[config.mk]
export PLATFORM = sky130hd
export DESIGN_NAME = vga_scan_out_flat
export DESIGN_NICKNAME = d
export VERILOG_FILES = /design/src/rtl/vga_pkg.sv /design/src/rtl/vga_scan_out_if.sv /design/src/rtl/vga_timing.sv /design/src/rtl/vga_scan_out.sv /design/src/flat_wrapper.sv
export SDC_FILE = /design/constraint.sdc
export NUM_CORES = 1
export LEC_CHECK = 0
export CAP_MARGIN = 40
export CELL_PAD_IN_SITES_DETAIL_PLACEMENT = 0
export CELL_PAD_IN_SITES_GLOBAL_PLACEMENT = 1
export CORE_UTILIZATION = 30
export DETAILED_ROUTE_END_ITERATION = 8
export GPL_ROUTABILITY_DRIVEN = 0
export PLACE_DENSITY = 0.69
export RECOVER_POWER = 100
export SYNTH_ARGS = -nofsm -noshare
export SYNTH_HDL_FRONTEND = slang
export SYNTH_HIERARCHICAL = 1
export SYNTH_SLANG_ARGS = --single-unit
[constraint.sdc]
create_clock -name clk -period 6.4 [get_ports clk]
set_input_delay 0.64 -clock clk [delete_from_list [all_inputs] [get_ports clk]]
set_output_delay 0.64 -clock clk [all_outputs]
set_load 0.01 [all_outputs]
[src/rtl/vga_pkg.sv]
// Shared timing defaults, widths and the 3-to-8 bit colour expansion
// used by the VGA scan-out path.
package vga_pkg;

    localparam int H_VIS_D  = 640;
    localparam int H_FP_D   = 16;
    localparam int H_SYNC_D = 96;
    localparam int H_BP_D   = 48;
    localparam int V_VIS_D  = 480;
    localparam int V_FP_D   = 10;
    localparam int V_SYNC_D = 2;
    localparam int V_BP_D   = 33;

    localparam int H_TOT    = H_VIS_D + H_FP_D + H_SYNC_D + H_BP_D;
    localparam int V_TOT    = V_VIS_D + V_FP_D + V_SYNC_D + V_BP_D;
    localparam int HS_START = H_VIS_D + H_FP_D;
    localparam int HS_END   = HS_START + H_SYNC_D - 1;
    localparam int VS_START = V_VIS_D + V_FP_D;
    localparam int VS_END   = VS_START + V_SYNC_D - 1;

    localparam int PIX_W  = 9;
    localparam int ADDR_W = 19;
    localparam int CNT_W  = 10;

    // Bit replication keeps 0 -> 0x00 and 7 -> 0xFF exact.
    function automatic logic [7:0] expand3to8(input logic [2:0] c);
        return {c, c, c[2:1]};
    endfunction

endpackage

[src/rtl/vga_scan_out_if.sv]
// Video-memory read port plus VGA output pins; master is the scan-out
// engine, slave is the memory/display side.
interface vga_scan_out_if;
    import vga_pkg::*;

    logic              pix_en;
    logic [ADDR_W-1:0] raddr;
    logic [PIX_W-1:0]  rdata;
    logic [7:0]        VGA_R;
    logic [7:0]        VGA_G;
    logic [7:0]        VGA_B;
    logic              VGA_HS;
    logic              VGA_VS;
    logic              VGA_BLANK_N;
    logic              VGA_SYNC_N;
    logic              frame_start;

    modport master (
        input  pix_en, rdata,
        output raddr, VGA_R, VGA_G, VGA_B, VGA_HS, VGA_VS,
               VGA_BLANK_N, VGA_SYNC_N, frame_start
    );

    modport slave (
        output pix_en, rdata,
        input  raddr, VGA_R, VGA_G, VGA_B, VGA_HS, VGA_VS,
               VGA_BLANK_N, VGA_SYNC_N, frame_start
    );

endinterface

[src/rtl/vga_timing.sv]
// Pixel/line counters advanced by pix_en, with visible/sync decode of the
// current position and look-ahead flags describing the position being entered.
module vga_timing
    import vga_pkg::*;
#(
    parameter int H_VIS  = H_VIS_D,
    parameter int H_FP   = H_FP_D,
    parameter int H_SYNC = H_SYNC_D,
    parameter int H_BP   = H_BP_D,
    parameter int V_VIS  = V_VIS_D,
    parameter int V_FP   = V_FP_D,
    parameter int V_SYNC = V_SYNC_D,
    parameter int V_BP   = V_BP_D
)
(
    input  logic clk,
    input  logic rst,
    input  logic i_pix_en,
    output logic o_visible,
    output logic o_hs_n,
    output logic o_vs_n,
    output logic o_adv_visible,
    output logic o_adv_origin,
    output logic o_frame_start
);

    localparam logic [CNT_W-1:0] H_LAST  = CNT_W'(H_VIS + H_FP + H_SYNC + H_BP - 1);
    localparam logic [CNT_W-1:0] V_LAST  = CNT_W'(V_VIS + V_FP + V_SYNC + V_BP - 1);
    localparam logic [CNT_W-1:0] H_VIS_C = CNT_W'(H_VIS);
    localparam logic [CNT_W-1:0] V_VIS_C = CNT_W'(V_VIS);
    localparam logic [CNT_W-1:0] HS_LO   = CNT_W'(H_VIS + H_FP);
    localparam logic [CNT_W-1:0] HS_HI   = CNT_W'(H_VIS + H_FP + H_SYNC - 1);
    localparam logic [CNT_W-1:0] VS_LO   = CNT_W'(V_VIS + V_FP);
    localparam logic [CNT_W-1:0] VS_HI   = CNT_W'(V_VIS + V_FP + V_SYNC - 1);

    logic [CNT_W-1:0] r_hcnt;
    logic [CNT_W-1:0] r_vcnt;
    logic [CNT_W-1:0] w_hnext;
    logic [CNT_W-1:0] w_vnext;
    logic             r_frame_start;

    always_comb begin
        w_hnext = (r_hcnt == H_LAST) ? '0 : r_hcnt + 1'b1;
        w_vnext = r_vcnt;
        if (r_hcnt == H_LAST) begin
            w_vnext = (r_vcnt == V_LAST) ? '0 : r_vcnt + 1'b1;
        end
    end

    assign o_visible     = (r_hcnt < H_VIS_C) && (r_vcnt < V_VIS_C);
    assign o_hs_n        = !((r_hcnt >= HS_LO) && (r_hcnt <= HS_HI));
    assign o_vs_n        = !((r_vcnt >= VS_LO) && (r_vcnt <= VS_HI));
    assign o_adv_visible = i_pix_en && (w_hnext < H_VIS_C) && (w_vnext < V_VIS_C);
    assign o_adv_origin  = i_pix_en && (w_hnext == '0) && (w_vnext == '0);
    assign o_frame_start = r_frame_start;

    // Reset parks the counters at (0,0) without flagging a frame start.
    always_ff @(posedge clk or posedge rst) begin
        if (rst) begin
            r_hcnt        <= '0;
            r_vcnt        <= '0;
            r_frame_start <= 1'b0;
        end else begin
            r_frame_start <= o_adv_origin;
            if (i_pix_en) begin
                r_hcnt <= w_hnext;
                r_vcnt <= w_vnext;
            end
        end
    end

endmodule

[src/rtl/vga_scan_out.sv]
// Scans the frame buffer in raster order and drives the VGA port; colour,
// sync and blank all leave through the same one-tick output stage.
module vga_scan_out
    import vga_pkg::*;
#(
    parameter int H_VIS  = H_VIS_D,
    parameter int H_FP   = H_FP_D,
    parameter int H_SYNC = H_SYNC_D,
    parameter int H_BP   = H_BP_D,
    parameter int V_VIS  = V_VIS_D,
    parameter int V_FP   = V_FP_D,
    parameter int V_SYNC = V_SYNC_D,
    parameter int V_BP   = V_BP_D
)
(
    input  logic           clk,
    input  logic           rst,
    vga_scan_out_if.master bus
);

    logic              w_visible;
    logic              w_hs_n;
    logic              w_vs_n;
    logic              w_adv_visible;
    logic              w_adv_origin;
    logic              w_frame_start;
    logic [ADDR_W-1:0] r_raddr;
    logic [7:0]        r_r_p1;
    logic [7:0]        r_g_p1;
    logic [7:0]        r_b_p1;
    logic              r_hs_n_p1;
    logic              r_vs_n_p1;
    logic              r_vld_p1;

    vga_timing #(
        .H_VIS (H_VIS),  .H_FP (H_FP),  .H_SYNC (H_SYNC), .H_BP (H_BP),
        .V_VIS (V_VIS),  .V_FP (V_FP),  .V_SYNC (V_SYNC), .V_BP (V_BP)
    ) u_timing (
        .clk           (clk),
        .rst           (rst),
        .i_pix_en      (bus.pix_en),
        .o_visible     (w_visible),
        .o_hs_n        (w_hs_n),
        .o_vs_n        (w_vs_n),
        .o_adv_visible (w_adv_visible),
        .o_adv_origin  (w_adv_origin),
        .o_frame_start (w_frame_start)
    );

    // Address tracks the counters one-for-one with no multiply: it steps only
    // when entering a visible pixel, so blanking intervals hold the last one.
    always_ff @(posedge clk or posedge rst) begin
        if (rst) begin
            r_raddr <= '0;
        end else if (w_adv_origin) begin
            r_raddr <= '0;
        end else if (w_adv_visible) begin
            r_raddr <= r_raddr + 1'b1;
        end
    end

    // Stage p1: rdata for the position being left is valid now, so colour
    // and the decode of that same position are captured together.
    always_ff @(posedge clk or posedge rst) begin
        if (rst) begin
            r_r_p1    <= '0;
            r_g_p1    <= '0;
            r_b_p1    <= '0;
            r_hs_n_p1 <= 1'b1;
            r_vs_n_p1 <= 1'b1;
            r_vld_p1  <= 1'b0;
        end else if (bus.pix_en) begin
            r_r_p1    <= w_visible ? expand3to8(bus.rdata[8:6]) : 8'h00;
            r_g_p1    <= w_visible ? expand3to8(bus.rdata[5:3]) : 8'h00;
            r_b_p1    <= w_visible ? expand3to8(bus.rdata[2:0]) : 8'h00;
            r_hs_n_p1 <= w_hs_n;
            r_vs_n_p1 <= w_vs_n;
            r_vld_p1  <= w_visible;
        end
    end

    assign bus.raddr       = r_raddr;
    assign bus.VGA_R       = r_r_p1;
    assign bus.VGA_G       = r_g_p1;
    assign bus.VGA_B       = r_b_p1;
    assign bus.VGA_HS      = r_hs_n_p1;
    assign bus.VGA_VS      = r_vs_n_p1;
    assign bus.VGA_BLANK_N = r_vld_p1;
    assign bus.VGA_SYNC_N  = 1'b0;
    assign bus.frame_start = w_frame_start;

endmodule
[src/flat_wrapper.sv]
// flat-port wrapper written by rule: the top's interface ports become plain ports
module vga_scan_out_flat import vga_pkg::*;
#(
    parameter int H_VIS  = H_VIS_D,
    parameter int H_FP   = H_FP_D,
    parameter int H_SYNC = H_SYNC_D,
    parameter int H_BP   = H_BP_D,
    parameter int V_VIS  = V_VIS_D,
    parameter int V_FP   = V_FP_D,
    parameter int V_SYNC = V_SYNC_D,
    parameter int V_BP   = V_BP_D
)
  (clk, rst, bus_pix_en, bus_rdata, bus_raddr, bus_VGA_R, bus_VGA_G, bus_VGA_B, bus_VGA_HS, bus_VGA_VS, bus_VGA_BLANK_N, bus_VGA_SYNC_N, bus_frame_start);
  vga_scan_out_if bus_i ();
  input  logic clk;
  input  logic rst;
  input wire logic [$bits(bus_i.pix_en)-1:0] bus_pix_en;
  input wire logic [$bits(bus_i.rdata)-1:0] bus_rdata;
  output wire logic [$bits(bus_i.raddr)-1:0] bus_raddr;
  output wire logic [$bits(bus_i.VGA_R)-1:0] bus_VGA_R;
  output wire logic [$bits(bus_i.VGA_G)-1:0] bus_VGA_G;
  output wire logic [$bits(bus_i.VGA_B)-1:0] bus_VGA_B;
  output wire logic [$bits(bus_i.VGA_HS)-1:0] bus_VGA_HS;
  output wire logic [$bits(bus_i.VGA_VS)-1:0] bus_VGA_VS;
  output wire logic [$bits(bus_i.VGA_BLANK_N)-1:0] bus_VGA_BLANK_N;
  output wire logic [$bits(bus_i.VGA_SYNC_N)-1:0] bus_VGA_SYNC_N;
  output wire logic [$bits(bus_i.frame_start)-1:0] bus_frame_start;
  assign bus_i.pix_en = bus_pix_en;
  assign bus_i.rdata = bus_rdata;
  assign bus_raddr = bus_i.raddr;
  assign bus_VGA_R = bus_i.VGA_R;
  assign bus_VGA_G = bus_i.VGA_G;
  assign bus_VGA_B = bus_i.VGA_B;
  assign bus_VGA_HS = bus_i.VGA_HS;
  assign bus_VGA_VS = bus_i.VGA_VS;
  assign bus_VGA_BLANK_N = bus_i.VGA_BLANK_N;
  assign bus_VGA_SYNC_N = bus_i.VGA_SYNC_N;
  assign bus_frame_start = bus_i.frame_start;
  vga_scan_out #(.H_VIS(H_VIS), .H_FP(H_FP), .H_SYNC(H_SYNC), .H_BP(H_BP), .V_VIS(V_VIS), .V_FP(V_FP), .V_SYNC(V_SYNC), .V_BP(V_BP)) u_core (.clk(clk), .rst(rst), .bus(bus_i));
endmodule
# [Word-level counts from Yosys, hierarchy flattened]
# Index checks and enable logic that the tools add are counted.
[word_totals] register_bits=67 in_bits=12 out_inout_bits=48 word_cells=43
[classes] n_addsub=3 n_lt_le_gt_ge=8 n_eq_ne=2 muxes=8 n_reduce_logical=12
[op_table] op="$mux W19" n=2
[op_table] op="$mux W10" n=3
[op_table] op="$mux W8" n=3
[op_table] op="$add A10 B1 Y10 const B" n=2
[op_table] op="$eq A10 B10 Y1 const B" n=2
[op_table] op="$logic_not A10 Y1" n=2
[op_table] op="$lt A10 B10 Y1 const B" n=2
[op_table] op="$lt A10 B9 Y1 const B" n=2
[op_table] op="$add A19 B1 Y19 const B" n=1
[op_table] op="$ge A10 B10 Y1 const B" n=1
[op_table] op="$ge A10 B9 Y1 const B" n=1
[op_table] op="$le A10 B10 Y1 const B" n=1
[op_table] op="$le A10 B9 Y1 const B" n=1
[op_table] op="$logic_and A1 B1 Y1" n=7
[op_table] op="$logic_not A1 Y1" n=2
[op_table] op="$reduce_bool A2 Y1" n=1

# [Depth between registers and ports, before layout]
[depth] word_depth=7 mapped_depth=15 depth_no_buf=11

# [By module]
# Netlist, hierarchy kept.
[modules_own_cells] module="vga_scan_out" n_inst=1 cells_per_inst=162 area_each_um2=1600.3 seq_area_each_um2=778.2
[modules_own_cells] module="vga_timing" n_inst=1 cells_per_inst=179 area_each_um2=1540.2 seq_area_each_um2=525.5

# [Worst setup path before layout]
# Ideal clock, no wire load.
[synth_timing] path_type="reg2reg" from="register u_core.u_timing.r_hcnt[0]" to="register u_core.r_raddr[18], in the netlist u_core/bus.raddr[18]" setup_ns=0.127 arrival_time_ns=3.369 t_required_ns=6.273 path_slack_ns=2.904 stages_incl_launch_ff=14 path_buffers=2 period_less_slack_ns=3.496 path_cell_list="dfrtp_1 > ha_1 > and3_1 > buf_6 > nor4b_4 > and4_4 > xor2_1 > a2111o_1 > nor4b_2 > buf_4 > o2111ai_4 > nor4_4 > nand4_1 > mux2_1"
[synth_between] elab_chain_len=6 elab_cells_between_ends=14 cone_classes="add/sub (1); order compare (2); eq/ne (1); mux (3); reduce/logical (7)"
[synth_rtl] element="start: declaration" line_no="vga_timing.sv:36" source="logic [CNT_W-1:0] r_hcnt;"
[synth_rtl] element="start signal: assignment" line_no="vga_timing.sv:66" source="r_hcnt <= w_hnext;"
[synth_rtl] element="$add A10 B1 Y10 / $eq A10 B10 Y1 (equally long branches)" line_no="vga_timing.sv:43, vga_timing.sv:45"
[synth_rtl] element="$mux W10" line_no="vga_timing.sv:43" source="w_hnext = (r_hcnt == H_LAST) ? '0 : r_hcnt + 1'b1;"
[synth_rtl] element="$logic_not A10 Y1" line_no="vga_timing.sv:54" source="assign o_adv_origin = i_pix_en && (w_hnext == '0) && (w_vnext == '0);"
[synth_rtl] element="$logic_and A1 B1 Y1" line_no="vga_timing.sv:54"
[synth_rtl] element="$logic_and A1 B1 Y1 *" line_no="vga_timing.sv:54"
[synth_rtl] element="via u_core.w_adv_origin" line_no="vga_scan_out.sv:25" source="logic w_adv_origin;"
[synth_rtl] element="$mux W19 / $reduce_bool A2 Y1 (equally long branches)"
[synth_rtl] element="end signal: assignment" line_no="vga_scan_out.sv:58" source="r_raddr <= r_raddr + 1'b1;"
[synth_rtl] element="end: declaration" line_no="vga_scan_out.sv:27" source="logic [ADDR_W-1:0] r_raddr;"
# Mark *: on every way through the listed nets, which the timed path passes. The rest lies on a longest branch.
# A chain may end at the register's enable or synchronous reset.

# [Final worst setup path]
[layout_timing] from="input bus_pix_en" to="register u_core.r_raddr[17], in the netlist u_core/bus.raddr[17]"
[layout_between] elab_chain_len=3 elab_cells_between_ends=6 cone_classes="mux (1); reduce/logical (5)"
[layout_rtl] element="start: declaration" line_no="flat_wrapper.sv:17" source="input wire logic [$bits(bus_i.pix_en)-1:0] bus_pix_en;"
[layout_rtl] element="$logic_and A1 B1 Y1 * (2 in series)" line_no="vga_timing.sv:54"
[layout_rtl] element="via u_core.w_adv_origin" line_no="vga_scan_out.sv:25"
[layout_rtl] element="$mux W19 / $reduce_bool A2 Y1 (equally long branches)"
# Marks and branches as above.

==> PnR_summary.wiki <==
{| class="wikitable"
! Metric !! Value
|-
| Outcome || finished with violations
|-
| Failing checks || capacitance limit, slew limit
|-
| Clock period minus worst slack || 4.88 ns
|-
| Launch instance of the worst register-to-register path || u_core/u_timing/r_hcnt[0]
|-
| Sum of routed wire length over all layers || 6940 um
|-
| 1st-pass router iterations || 4
|-
| Peak supply drop || 132 uV
|-
| Post-Synthesis Net Count || 359
|-
| CTS Buf Count || 5
|-
| DRC Markers || 0
|-
| Latest clock arrival within the worst-skew pair || 0.31 ns
|-
| Post-synthesis async set-or-reset flop share || 100%
|-
| Area grow syn2layout || 18.3%
|-
| Antenna violations before repair || 0
|-
| # IOs || 60
|-
| Endpoint of the worst hold-timing path || u_core/bus.VGA_BLANK_N
|-
| First-pass GRT wire length || 11,900 um
|-
| Proportion of netlist area held by the largest area contributor || 39.8%
|-
| Crit-path max FO || 33
|-
| Total power divided by cell area || 213 mW/mm^2
|-
| Depth of the worst register-to-register path || 13
|-
| Worst clock skew || 0.0109 ns
|-
| Most used flip-flop cell after synthesis || dfrtp_1
|-
| Number of violations of the max-capacitance limit || 1
|-
| Hold path startpoint || u_core/bus.VGA_BLANK_N
|-
| Clock Tree Root || clkbuf_8
|-
| Number of buffers on the longest clock path || 2
|-
| Number of pins exceeding their max-slew limit in the final report || 31
|-
| Hold-critical path depth || 1
|-
| Reg2Reg Setup Slack || 1.77 ns
|-
| Initial cell density of the core || 31.5%
|-
| Fraction of the mapped netlist area in adder cells || 2.39%
|-
| Share of the yosys chip area belonging to registers || 41.5%
|-
| Chip height || 104 um
|-
| Cell variety after synth || 51
|-
| Layout cells sized above 1 || 6.95%
|-
| Overall power consumption || 0.000790 W
|-
| Worst-path clk slew || 0.10 ns
|-
| Average instance area after synthesis || 9.21 um^2
|-
| Routed vias || 2,451
|-
| Pleak || 1.62 nW
|-
| Total grt overflow || 0
|-
| Kind of end point of the critical path || flop
|-
| Final total negative setup slack || 0 ns
|-
| Slew at the pin closest to its max-slew limit || 1.63 ns
|-
| Final-layout fill cell count || 1,028
|-
| Cell accounting for the most synthesized area || dfrtp_1
|-
| Average wire per cell in the routed design || 13.7 um
|-
| Netlist area before placement || 0.00314 mm^2
|-
| Resized Gates After CTS || 0
|-
| Xor-xnor portion of the synthesized cell area || 6.97%
|-
| Floorplan Core Area || 0.00995 mm^2
|-
| Vias per Instance || 4.83
|-
| EDFF count, synth || 0
|-
| Dominant cells by area after synthesis || dfrtp_1 (40%), xnor2_1 (5.3%), buf_4 (4.3%)
|-
| Yosys warning count || 6
|-
| Count of endpoints failing setup in the final report || 0
|-
| Top library cells by usage in the layout, fill and taps aside || dfrtp_1 (50), dlygate4sd3_1 (49), nand2_1 (32)
|-
| Type of the worst min-delay path || flop to flop
|-
| Most frequent standard cell in the layout excluding fill and tap cells || dfrtp_1
|-
| Horiz. Die Dim || 104 um
|-
| F_max || 205 MHz
|-
| R2R Path End || u_core/bus.raddr[17]
|-
| Slew margin rel. || -8.66%
|-
| Quantity of hold-fixing buffers added after cts || 0
|-
| Die area || 0.0109 mm^2
|-
| Half-perimeter wire length after placement || 4960 um
|-
| Start-to-end type of the worst setup path || input port to flop
|-
| Mux contribution to synthesized area || 4.22%
|-
| Syn Inst Count || 341
|-
| Largest family of logic cells by synthesized area || simple AND/OR/NAND/NOR gates
|-
| Number of hold-slack violations in the final timing report || 0
|-
| Required time of the critical path || 6.60 ns
|-
| Cell Rows || 36
|-
| Setup repair after global routing missed its margin || false
|-
| Synthesized-area fraction occupied by ao, oa, aoi and oai cells || 11.2%
|-
| Buffers on Ports || 58
|-
| Fin crit share || 76.2%
|-
| Maximum number of pins on one net before global-route repair || 34
|-
| Antenna Violating Nets Remaining || 0
|-
| Number of nets in the final layout || 391
|-
| Global Route Usage Sum || 13.3%
|-
| Synthesized-area fraction occupied by and/or/nand/nor cells || 23.3%
|-
| Clock Sink Count || 52
|-
| Antenna diode instance count || 0
|-
| Post-CTS Setup Bufs || 0
|-
| WP data arrival || 5.08 ns
|-
| Clock tree from TritonCTS || yes
|-
| Yosys reg bits || 52
|-
| Vias in the first global route || 2,371
|-
| Kind of start point of the critical path || input port
|-
| Iteration-0 DRC count of the detailed router || 86
|-
| H-tree depth || 2
|}
[worst max-delay path, stage by stage]
cell	delay [ns]
dlygate4sd3_1	0.52
clkbuf_1	1.04
inv_1	0.21
a31oi_1	0.24
nand4_1	0.12
nor4b_1	0.26
buf_4	0.34
o2111ai_1	0.40
nor4_1	0.79
nand3_1	0.17
mux2_2	0.33
[final cells by class]
cell class                      count  area (um^2)  share of cell area (%)
Clock inverter                      2         16.3                   0.438
Sequential cell                    52         1300                    35.1
Inverter                           19         71.3                    1.92
Clock buffer                        6         72.6                    1.95
Tap cell                          133          166                    4.48
Multi-Input combinational cell    232         1480                    39.8
Timing Repair Buffer               63          607                    16.3
[worst max path at each step]
stage                                         start              endpoint  slack, ns
after floorplan           u_core/u_timing/r_hcnt[0]  u_core/bus.raddr[18]       2.90
after global placement    u_core/u_timing/r_hcnt[0]  u_core/bus.raddr[18]       2.40
after detailed placement  u_core/u_timing/r_hcnt[0]  u_core/bus.raddr[16]       2.30
after CTS                 u_core/u_timing/r_hcnt[0]  u_core/bus.raddr[16]       2.27
after global routing                     bus_pix_en  u_core/bus.raddr[15]       1.07
final                                    bus_pix_en  u_core/bus.raddr[17]       1.52
[logic make-up (layout without fill, tap and decap cells)]
logic type	count (synthesis)	in the layout
compound gates	56	56
xor+xnor	25	25
fa+ha+maj	6	6
buf+inv	57	90
flops	52	52
mux	12	12
other cells	1	1
simple gates	132	132
[cell usage after synthesis (3+ instances only)]
| master | n |
|---|---|
| xnor2_1 | 19 |
| mux2_2 | 8 |
| clkbuf_1 | 7 |
| nand2b_1 | 3 |
| dfrtp_1 | 50 |
| a21oi_1 | 12 |
| buf_2 | 7 |
| ha_1 | 6 |
| and3_1 | 6 |
| nand4_1 | 17 |
| o31ai_1 | 3 |
| nor2b_1 | 8 |
| xor2_1 | 6 |
| nand3_1 | 9 |
| nor3_1 | 7 |
| nand2_1 | 32 |
| and2_1 | 3 |
| buf_6 | 4 |
| inv_1 | 19 |
| buf_4 | 18 |
| nor2_1 | 30 |
| o21ai_0 | 26 |
| a31oi_1 | 3 |
[per-layer routing]
metal / vias to the layer above / GRT usage [%] / share of wire [%]
met2: 56 / 21.8 / 47
met1: 1177 / 18.2 / 49
li1: 1214 / - / -
met3: 4 / 2.26 / 3.6
met5: - / 0 / 0
met4: 0 / 3.47 / 0.85
[where the power goes]
group          switching, W  leakage [nW]  total (W)  internal (W)
registers         0.0000594         0.685   0.000422      0.000363
clock network      0.000115        0.0414   0.000193     0.0000782
logic             0.0000847         0.891   0.000175     0.0000902
[registers in the layout (all words and copies together), names as in the netlist]
name,cells
u_core/bus.raddr,19
u_core/u_timing/r_hcnt,10
u_core/u_timing/r_vcnt,10
u_core/bus.VGA_B,3
u_core/bus.VGA_G,3
u_core/bus.VGA_R,3
u_core/bus.VGA_BLANK_N,1
u_core/bus.VGA_HS,1
u_core/bus.VGA_VS,1
u_core/u_timing/o_frame_start,1
[through the flow]
stage | instances | hold WS (ns) | setup slack (ns) | area [um^2] | util (%)
after CTS | 507 | 0.538 | 2.27 | 3780 | 38.0
after floorplan | 341 | 0.509 | 2.90 | 3140 | -
after global routing | 507 | 0.569 | 1.07 | 3710 | 37.3
after detailed placement | 499 | 0.512 | 2.30 | 3690 | 37.1
after global placement | 498 | 0.495 | 2.40 | 3680 | 36.9
final | 507 | 0.528 | 1.52 | 3710 | 37.3
Note: power is estimated with default switching activity, not from simulation.
